===== config.mk =====
export PLATFORM = sky130hd
export DESIGN_NAME = vending_multi
export DESIGN_NICKNAME = d
export VERILOG_FILES = /design/src/rtl/vend_pkg.sv /design/src/rtl/vend_change_sel.sv /design/src/rtl/vending_multi.sv
export SDC_FILE = /design/constraint.sdc
export NUM_CORES = 1
export LEC_CHECK = 0
export BUFFER_PORTS_ARGS = -buffer_cell sky130_fd_sc_hd__clkbuf_2
export CORE_UTILIZATION = 54
export DETAILED_ROUTE_END_ITERATION = 16
export PLACE_DENSITY_LB_ADDON = 0.12
export SETUP_SLACK_MARGIN = 0.4
export SLEW_MARGIN = 20
export SYNTH_ARGS = -nofsm -noshare
export SYNTH_HDL_FRONTEND = slang
export SYNTH_SLANG_ARGS = --single-unit

===== constraint.sdc =====
create_clock -name clk -period 3.4 [get_ports clk]
set_input_delay 0.17 -clock clk [delete_from_list [all_inputs] [get_ports clk]]
set_output_delay 0.17 -clock clk [all_outputs]
set_load 0.1 [all_outputs]

===== src/rtl/vend_pkg.sv =====
// Shared types and constants for the multi-product vending controller.
package vend_pkg;

    typedef enum logic [1:0] {
        S_IDLE,
        S_CREDIT,
        S_VEND,
        S_CHANGE
    } vend_state_e;

    localparam logic [1:0] COIN_5   = 2'd0;
    localparam logic [1:0] COIN_10  = 2'd1;
    localparam logic [1:0] COIN_25  = 2'd2;
    localparam logic [1:0] COIN_BAD = 2'd3;

    localparam int unsigned VAL_5  = 5;
    localparam int unsigned VAL_10 = 10;
    localparam int unsigned VAL_25 = 25;

    // Invalid codes are worth nothing.
    function automatic int unsigned coin_value(input logic [1:0] code);
        case (code)
            COIN_5:  return VAL_5;
            COIN_10: return VAL_10;
            COIN_25: return VAL_25;
            default: return 0;
        endcase
    endfunction

endpackage


===== src/rtl/vend_change_sel.sv =====
// Greedy change-coin picker: largest coin not exceeding the given credit.
module vend_change_sel
    import vend_pkg::*;
#(
    parameter int CREDIT_W = 8
) (
    input  logic [CREDIT_W-1:0] credit,
    output logic [1:0]          coin
);

    always_comb begin
        coin = COIN_5;
        if (credit >= CREDIT_W'(VAL_25)) begin
            coin = COIN_25;
        end else if (credit >= CREDIT_W'(VAL_10)) begin
            coin = COIN_10;
        end
    end

endmodule


===== src/rtl/vending_multi.sv =====
// Multi-product vending controller: coin credit, priced selection, one-cycle
// vend pulse and coin-by-coin change payout with handshake. All outputs registered.
module vending_multi
    import vend_pkg::*;
#(
    parameter int N_ITEMS    = 4,
    parameter int CREDIT_W   = 8,
    parameter int MAX_CREDIT = 100,
    parameter logic [N_ITEMS*CREDIT_W-1:0] PRICES = {8'd10, 8'd15, 8'd20, 8'd25},
    localparam int SEL_W = $clog2(N_ITEMS)
) (
    input  logic                clk,
    input  logic                rst,
    input  logic                coin_en,
    input  logic [1:0]          coin_val,
    input  logic                sel_en,
    input  logic [SEL_W-1:0]    sel,
    input  logic                cancel,
    input  logic [N_ITEMS-1:0]  stock_empty,
    input  logic                chg_ack,
    output logic                dispense,
    output logic [SEL_W-1:0]    disp_item,
    output logic                chg_valid,
    output logic [1:0]          chg_coin,
    output logic [CREDIT_W-1:0] credit,
    output logic                coin_reject,
    output logic                sel_err,
    output logic                busy
);

    vend_state_e         state_q, state_d;
    logic [CREDIT_W-1:0] credit_q, credit_d;
    logic                dispense_q, dispense_d;
    logic [SEL_W-1:0]    disp_item_q, disp_item_d;
    logic                chg_valid_q, chg_valid_d;
    logic [1:0]          chg_coin_q, chg_coin_d;
    logic                coin_reject_q, coin_reject_d;
    logic                sel_err_q, sel_err_d;
    logic                busy_q, busy_d;

    logic [CREDIT_W:0]   coin_sum;
    logic                coin_ok;
    logic                sel_hit;
    logic                sel_empty;
    logic [CREDIT_W-1:0] sel_price;
    logic                sel_ok;
    logic [1:0]          greedy_coin;

    // Price/stock lookup by search so out-of-range selections never index past the tables.
    always_comb begin
        sel_hit   = 1'b0;
        sel_empty = 1'b0;
        sel_price = '0;
        for (int unsigned i = 0; i < N_ITEMS; i++) begin
            if (sel == SEL_W'(i)) begin
                sel_hit   = 1'b1;
                sel_empty = stock_empty[i];
                sel_price = PRICES[i*CREDIT_W +: CREDIT_W];
            end
        end
        sel_ok = sel_hit && !sel_empty && (credit_q >= sel_price);
    end

    always_comb begin
        coin_sum = {1'b0, credit_q} + (CREDIT_W+1)'(coin_value(coin_val));
        coin_ok  = (coin_val != COIN_BAD) && (coin_sum <= (CREDIT_W+1)'(MAX_CREDIT));
    end

    vend_change_sel #(
        .CREDIT_W(CREDIT_W)
    ) u_change_sel (
        .credit(credit_d),
        .coin  (greedy_coin)
    );

    always_comb begin
        state_d       = state_q;
        credit_d      = credit_q;
        dispense_d    = 1'b0;
        disp_item_d   = '0;
        coin_reject_d = 1'b0;
        sel_err_d     = 1'b0;

        case (state_q)
            S_IDLE: begin
                if (coin_en) begin
                    if (coin_ok) begin
                        credit_d = coin_sum[CREDIT_W-1:0];
                        state_d  = S_CREDIT;
                    end else begin
                        coin_reject_d = 1'b1;
                    end
                end
            end
            S_CREDIT: begin
                if (cancel) begin
                    state_d       = S_CHANGE;
                    coin_reject_d = coin_en;
                end else if (sel_en) begin
                    // A selection attempt, accepted or refused, drops any same-cycle coin.
                    coin_reject_d = coin_en;
                    if (sel_ok) begin
                        state_d     = S_VEND;
                        dispense_d  = 1'b1;
                        disp_item_d = sel;
                        credit_d    = credit_q - sel_price;
                    end else begin
                        sel_err_d = 1'b1;
                    end
                end else if (coin_en) begin
                    if (coin_ok) begin
                        credit_d = coin_sum[CREDIT_W-1:0];
                    end else begin
                        coin_reject_d = 1'b1;
                    end
                end
            end
            S_VEND: begin
                coin_reject_d = coin_en;
                state_d       = (credit_q != '0) ? S_CHANGE : S_IDLE;
            end
            S_CHANGE: begin
                coin_reject_d = coin_en;
                if (chg_ack) begin
                    credit_d = credit_q - CREDIT_W'(coin_value(chg_coin_q));
                    if (credit_d == '0) begin
                        state_d = S_IDLE;
                    end
                end
            end
            default: begin
                state_d = S_IDLE;
            end
        endcase

        // Offered coin follows next-cycle credit, so it only moves after an ack.
        chg_valid_d = (state_d == S_CHANGE);
        chg_coin_d  = chg_valid_d ? greedy_coin : COIN_5;
        busy_d      = (state_d == S_VEND) || (state_d == S_CHANGE);
    end

    always_ff @(posedge clk or negedge rst) begin
        if (!rst) begin
            state_q       <= S_IDLE;
            credit_q      <= '0;
            dispense_q    <= 1'b0;
            disp_item_q   <= '0;
            chg_valid_q   <= 1'b0;
            chg_coin_q    <= '0;
            coin_reject_q <= 1'b0;
            sel_err_q     <= 1'b0;
            busy_q        <= 1'b0;
        end else begin
            state_q       <= state_d;
            credit_q      <= credit_d;
            dispense_q    <= dispense_d;
            disp_item_q   <= disp_item_d;
            chg_valid_q   <= chg_valid_d;
            chg_coin_q    <= chg_coin_d;
            coin_reject_q <= coin_reject_d;
            sel_err_q     <= sel_err_d;
            busy_q        <= busy_d;
        end
    end

    assign dispense    = dispense_q;
    assign disp_item   = disp_item_q;
    assign chg_valid   = chg_valid_q;
    assign chg_coin    = chg_coin_q;
    assign credit      = credit_q;
    assign coin_reject = coin_reject_q;
    assign sel_err     = sel_err_q;
    assign busy        = busy_q;

endmodule


==> impl_summary.txt <==
----------------------------------------------------
[Critical path]
  Crit-path max FO ... 6
  Worst EP arrival ... 3.59 ns
  Kind of start point of the critical path ... flop
  Worst setup path class ... flop to flop
  Setup crit end kind ... flop
  Data required time of the critical path ... 3.56 ns

[Clock tree]
  CTS sink count ... 19
  Clock buffers created by TritonCTS ... 3
  Cell chosen for the clock root ... sky130_fd_sc_hd__clkbuf_8
  Largest buffer count on any clock path ... 2
  Clock insertion delay at the later pin of the skew report ... about 0.26 ns
  Total number of H-tree levels ... 1
  Clock transition at the registers of the reported paths ... 0.08 ns
  CTS tree ... built

[Floorplan]
  Die height ... 70.7 µm
  Std-Cell Core Area ... approximately 4400 µm²
  Initial Utilization ... 57.4%
  IO Pins ... 31
  Area of the die ... 5000 µm²
  Die width ... 70.7 µm
  # rows ... 24

[Detailed routing]
  Routed vias ... 2714
  Remaining antenna violation count after routing ... 0
  Total wire length after detailed routing ... 7.66 mm
  Routed length per instance ... 17.3 µm
  Remaining routing DRC violations ... 2
  Drt first-iter violations ... between 200 and 250
  Via density per instance ... roughly 6.1
  Detailed-routing iteration count for the pre-antenna-repair pass ... 10

[Yosys]
  Post-synthesis cell type count ... 68
  Commonest register cell after synthesis ... sky130_fd_sc_hd__dfrtp_1
  Dominant cells by area after synthesis ... sky130_fd_sc_hd__dfrtp_1 (19%), sky130_fd_sc_hd__ha_1 (13%), sky130_fd_sc_hd__nor2_1 (5.4%), sky130_fd_sc_hd__inv_1 (5.0%), sky130_fd_sc_hd__a21oi_1 (3.7%)
  Library cell occupying the most area in the post-synthesis netlist ... sky130_fd_sc_hd__dfrtp_1
  Yosys synthesis warning count ... 0
  Top cells by count, synth ... sky130_fd_sc_hd__nor2_1 (37), sky130_fd_sc_hd__inv_1 (34), sky130_fd_sc_hd__ha_1 (27)
  Mapped Cells ... roughly 320
  Share of the synthesized area in the top cell type ... 18.6%
  Average cell area after synthesis ... 7.87 µm²
  Post-synthesis async set-or-reset flop share ... 100%
  Most common cell in the netlist ... sky130_fd_sc_hd__nor2_1
  Number of flops mapped to enable cells by yosys ... 0
  Netlist area before placement ... 2550 µm²
  Post-Synthesis Net Count ... 368
  Seq cells post-synth ... 19
  Sequential area share after synthesis ... between 10% and 20%

[Timing]
  Relative slew slack ... 64.0%
  Max Transition Viols Final ... 0
  Post-Route Skew ... 0.00161 ns
  RSZ-0062 raised after global routing ... yes
  Highest achievable clock rate ... 0.291 GHz
  Worst-margin pin slew ... 0.543 ns
  Final clock period utilization by the worst path ... 101%
  Count of final hold-check violations ... 0
  Minimum setup slack in the final design ... -0.0335 ns
  Number of setup violations in the final report ... 2
  Final critical-path required period ... 3.43 ns
  Min Hold Slack ... 0.125 ns

[Run status]
  Status ... complete, but fails checks
  Failing checks ... DRC, setup timing

[Cells and area]
  Layout overhead on the synthesized area ... 29.4%
  Number of nets in the layout ... 435
  Final cell count without fillers ... 442
  Fraction of final layout cells with drive strength greater than 1 ... between 30% and 40%
  Count of fill cells added during filler insertion ... 364
  Diodes inserted ... 0
  Final design utilization ... 74.3%

[Global routing]
  Largest net degree at the start of global routing ... 20
  Global-route wire length before repair ... 12.4 mm
  Number of global-route vias before repair ... roughly 2600
  Final global-route overflow total ... 0
  Initial antenna violation count ... 0
  All-Layer GR Usage ... 31.3%

[Place]
  Post-placement cell count ... about 430
  Placement-stage worst setup slack ... -0.126 ns
  Total of buffers placed on input and output ports ... 30
  Weighted congestion reported at the end of routability-driven placement ... 0.940
  Placed wire-length estimate ... 5.82 mm

[Hold path]
  Path category of the worst min-delay check ... input pin to flop

[Job]
  Maximum Capacitance Violations ... 0

----------------------------------------------------
-- layout make-up --
class / count / area, µm² / share of cell area [%]
Clock buffer: 3 / 41.3 / 1.25
Clock inverter: 1 / 7.51 / 0.227
Inverter: 34 / 130 / 3.94
Multi-Input combinational cell: 256 / 2040 / 61.9
Sequential cell: 19 / 488 / 14.8
Tap cell: 52 / 65.1 / 1.97
Timing Repair Buffer: 77 / 524 / 15.9
-- timing repair --
| action | CTS | global route |
|---|---|---|
| setup endpoints to repair | 4 | 8 |
| cloned | 0 | 0 |
| pin swaps | 2 | 10 |
| hold endpoints to repair | 19 | 0 |
| hold buffers | 1 | 0 |
| resized for setup | 9 | 25 |
| setup buffers | 7 | 5 |
-- metrics by stage --
| step | instance area, µm² | setup TNS, ns |
|---|---|---|
| 2_1_floorplan | 2600 | -0.00460 |
| 3_3_place_gp | 3000 | -0.0350 |
| 3_5_place_dp | 3000 | -0.230 |
| 4_1_cts | 3150 | 0 |
| 5_1_grt | 3300 | -0.214 |
| 6_report | 3300 | -0.0380 |
-- worst max-delay path, stage by stage, from the launching register on --
cell and delay, ns:
sky130_fd_sc_hd__dfrtp_4 0.49, sky130_fd_sc_hd__ha_4 0.15, sky130_fd_sc_hd__inv_2 0.03, sky130_fd_sc_hd__fa_2 0.36
sky130_fd_sc_hd__nand2b_4 0.17, sky130_fd_sc_hd__a21oi_4 0.17, sky130_fd_sc_hd__xnor2_4 0.09, sky130_fd_sc_hd__o311ai_4 0.34
sky130_fd_sc_hd__o21ai_4 0.11, sky130_fd_sc_hd__or3_4 0.36, sky130_fd_sc_hd__a221oi_4 0.32, sky130_fd_sc_hd__o22ai_2 0.13
sky130_fd_sc_hd__or3_4 0.40, sky130_fd_sc_hd__o21a_1 0.17
-- cells by family after synthesis --
kind of cell               count (synthesis)  synth area share (%)
adders and majority gates                 30                  15.6
AOI/OAI and AO/OA                        101                  29.8
and+or+nand+nor                          106                  20.8
muxes                                     10                  4.17
buffers and inverters                     49                  7.65
xor gates and xnor gates                   9                  3.39
DFF                                       19                  18.6
-- worst paths after layout --
path	startpoint	to	slack, ns	depth (start not counted)
setup / recovery	credit[0]	chg_coin[1]	-0.03	13
hold / removal	coin_en	coin_reject	0.13	2
setup reg to reg	credit[0]	chg_coin[1]	-0.03	13
hold reg to reg	state_q[0]	state_q[0]	0.78	3
max in group asynchronous	rst	credit[0]	2.64	2
min in group asynchronous	rst	state_q[1]	0.39	2
-- placed cells by master, fill, tap and decap left out, types with 5 or more instances in the layout --
| cell type | netlist | layout |
|---|---|---|
| sky130_fd_sc_hd__a21oi_1 | 19 | 17 |
| sky130_fd_sc_hd__buf_4 | 0 | 41 |
| sky130_fd_sc_hd__buf_6 | 1 | 5 |
| sky130_fd_sc_hd__clkbuf_2 | 0 | 30 |
| sky130_fd_sc_hd__dfrtp_1 | 19 | 13 |
| sky130_fd_sc_hd__ha_1 | 27 | 25 |
| sky130_fd_sc_hd__inv_1 | 34 | 31 |
| sky130_fd_sc_hd__mux2i_1 | 5 | 5 |
| sky130_fd_sc_hd__nand2_1 | 22 | 22 |
| sky130_fd_sc_hd__nand3_1 | 6 | 6 |
| sky130_fd_sc_hd__nor2_1 | 37 | 37 |
| sky130_fd_sc_hd__nor2b_1 | 8 | 7 |
| sky130_fd_sc_hd__o211ai_1 | 9 | 9 |
| sky130_fd_sc_hd__o21ai_0 | 12 | 12 |
| sky130_fd_sc_hd__xnor2_1 | 6 | 5 |
-- metal layers --
layer,part of all wire (%),global-route usage [%],up-vias
met4,3.2,10.4,0
met5,0,0,-
met3,7.5,4.70,21
met1,43,42.6,1265
met2,47,51.0,116
li1,-,-,1312
-- sequential cells by signal (all words and copies together), names as in the netlist --
name         flops
chg_valid        1
chg_coin         2
busy             1
disp_item        2
state_q          2
credit           8
coin_reject      1
sel_err          1
dispense         1
Power is left out: the tool's default activity adds up to more than one toggle a clock period on the data nets, which glitch-free logic cannot reach.
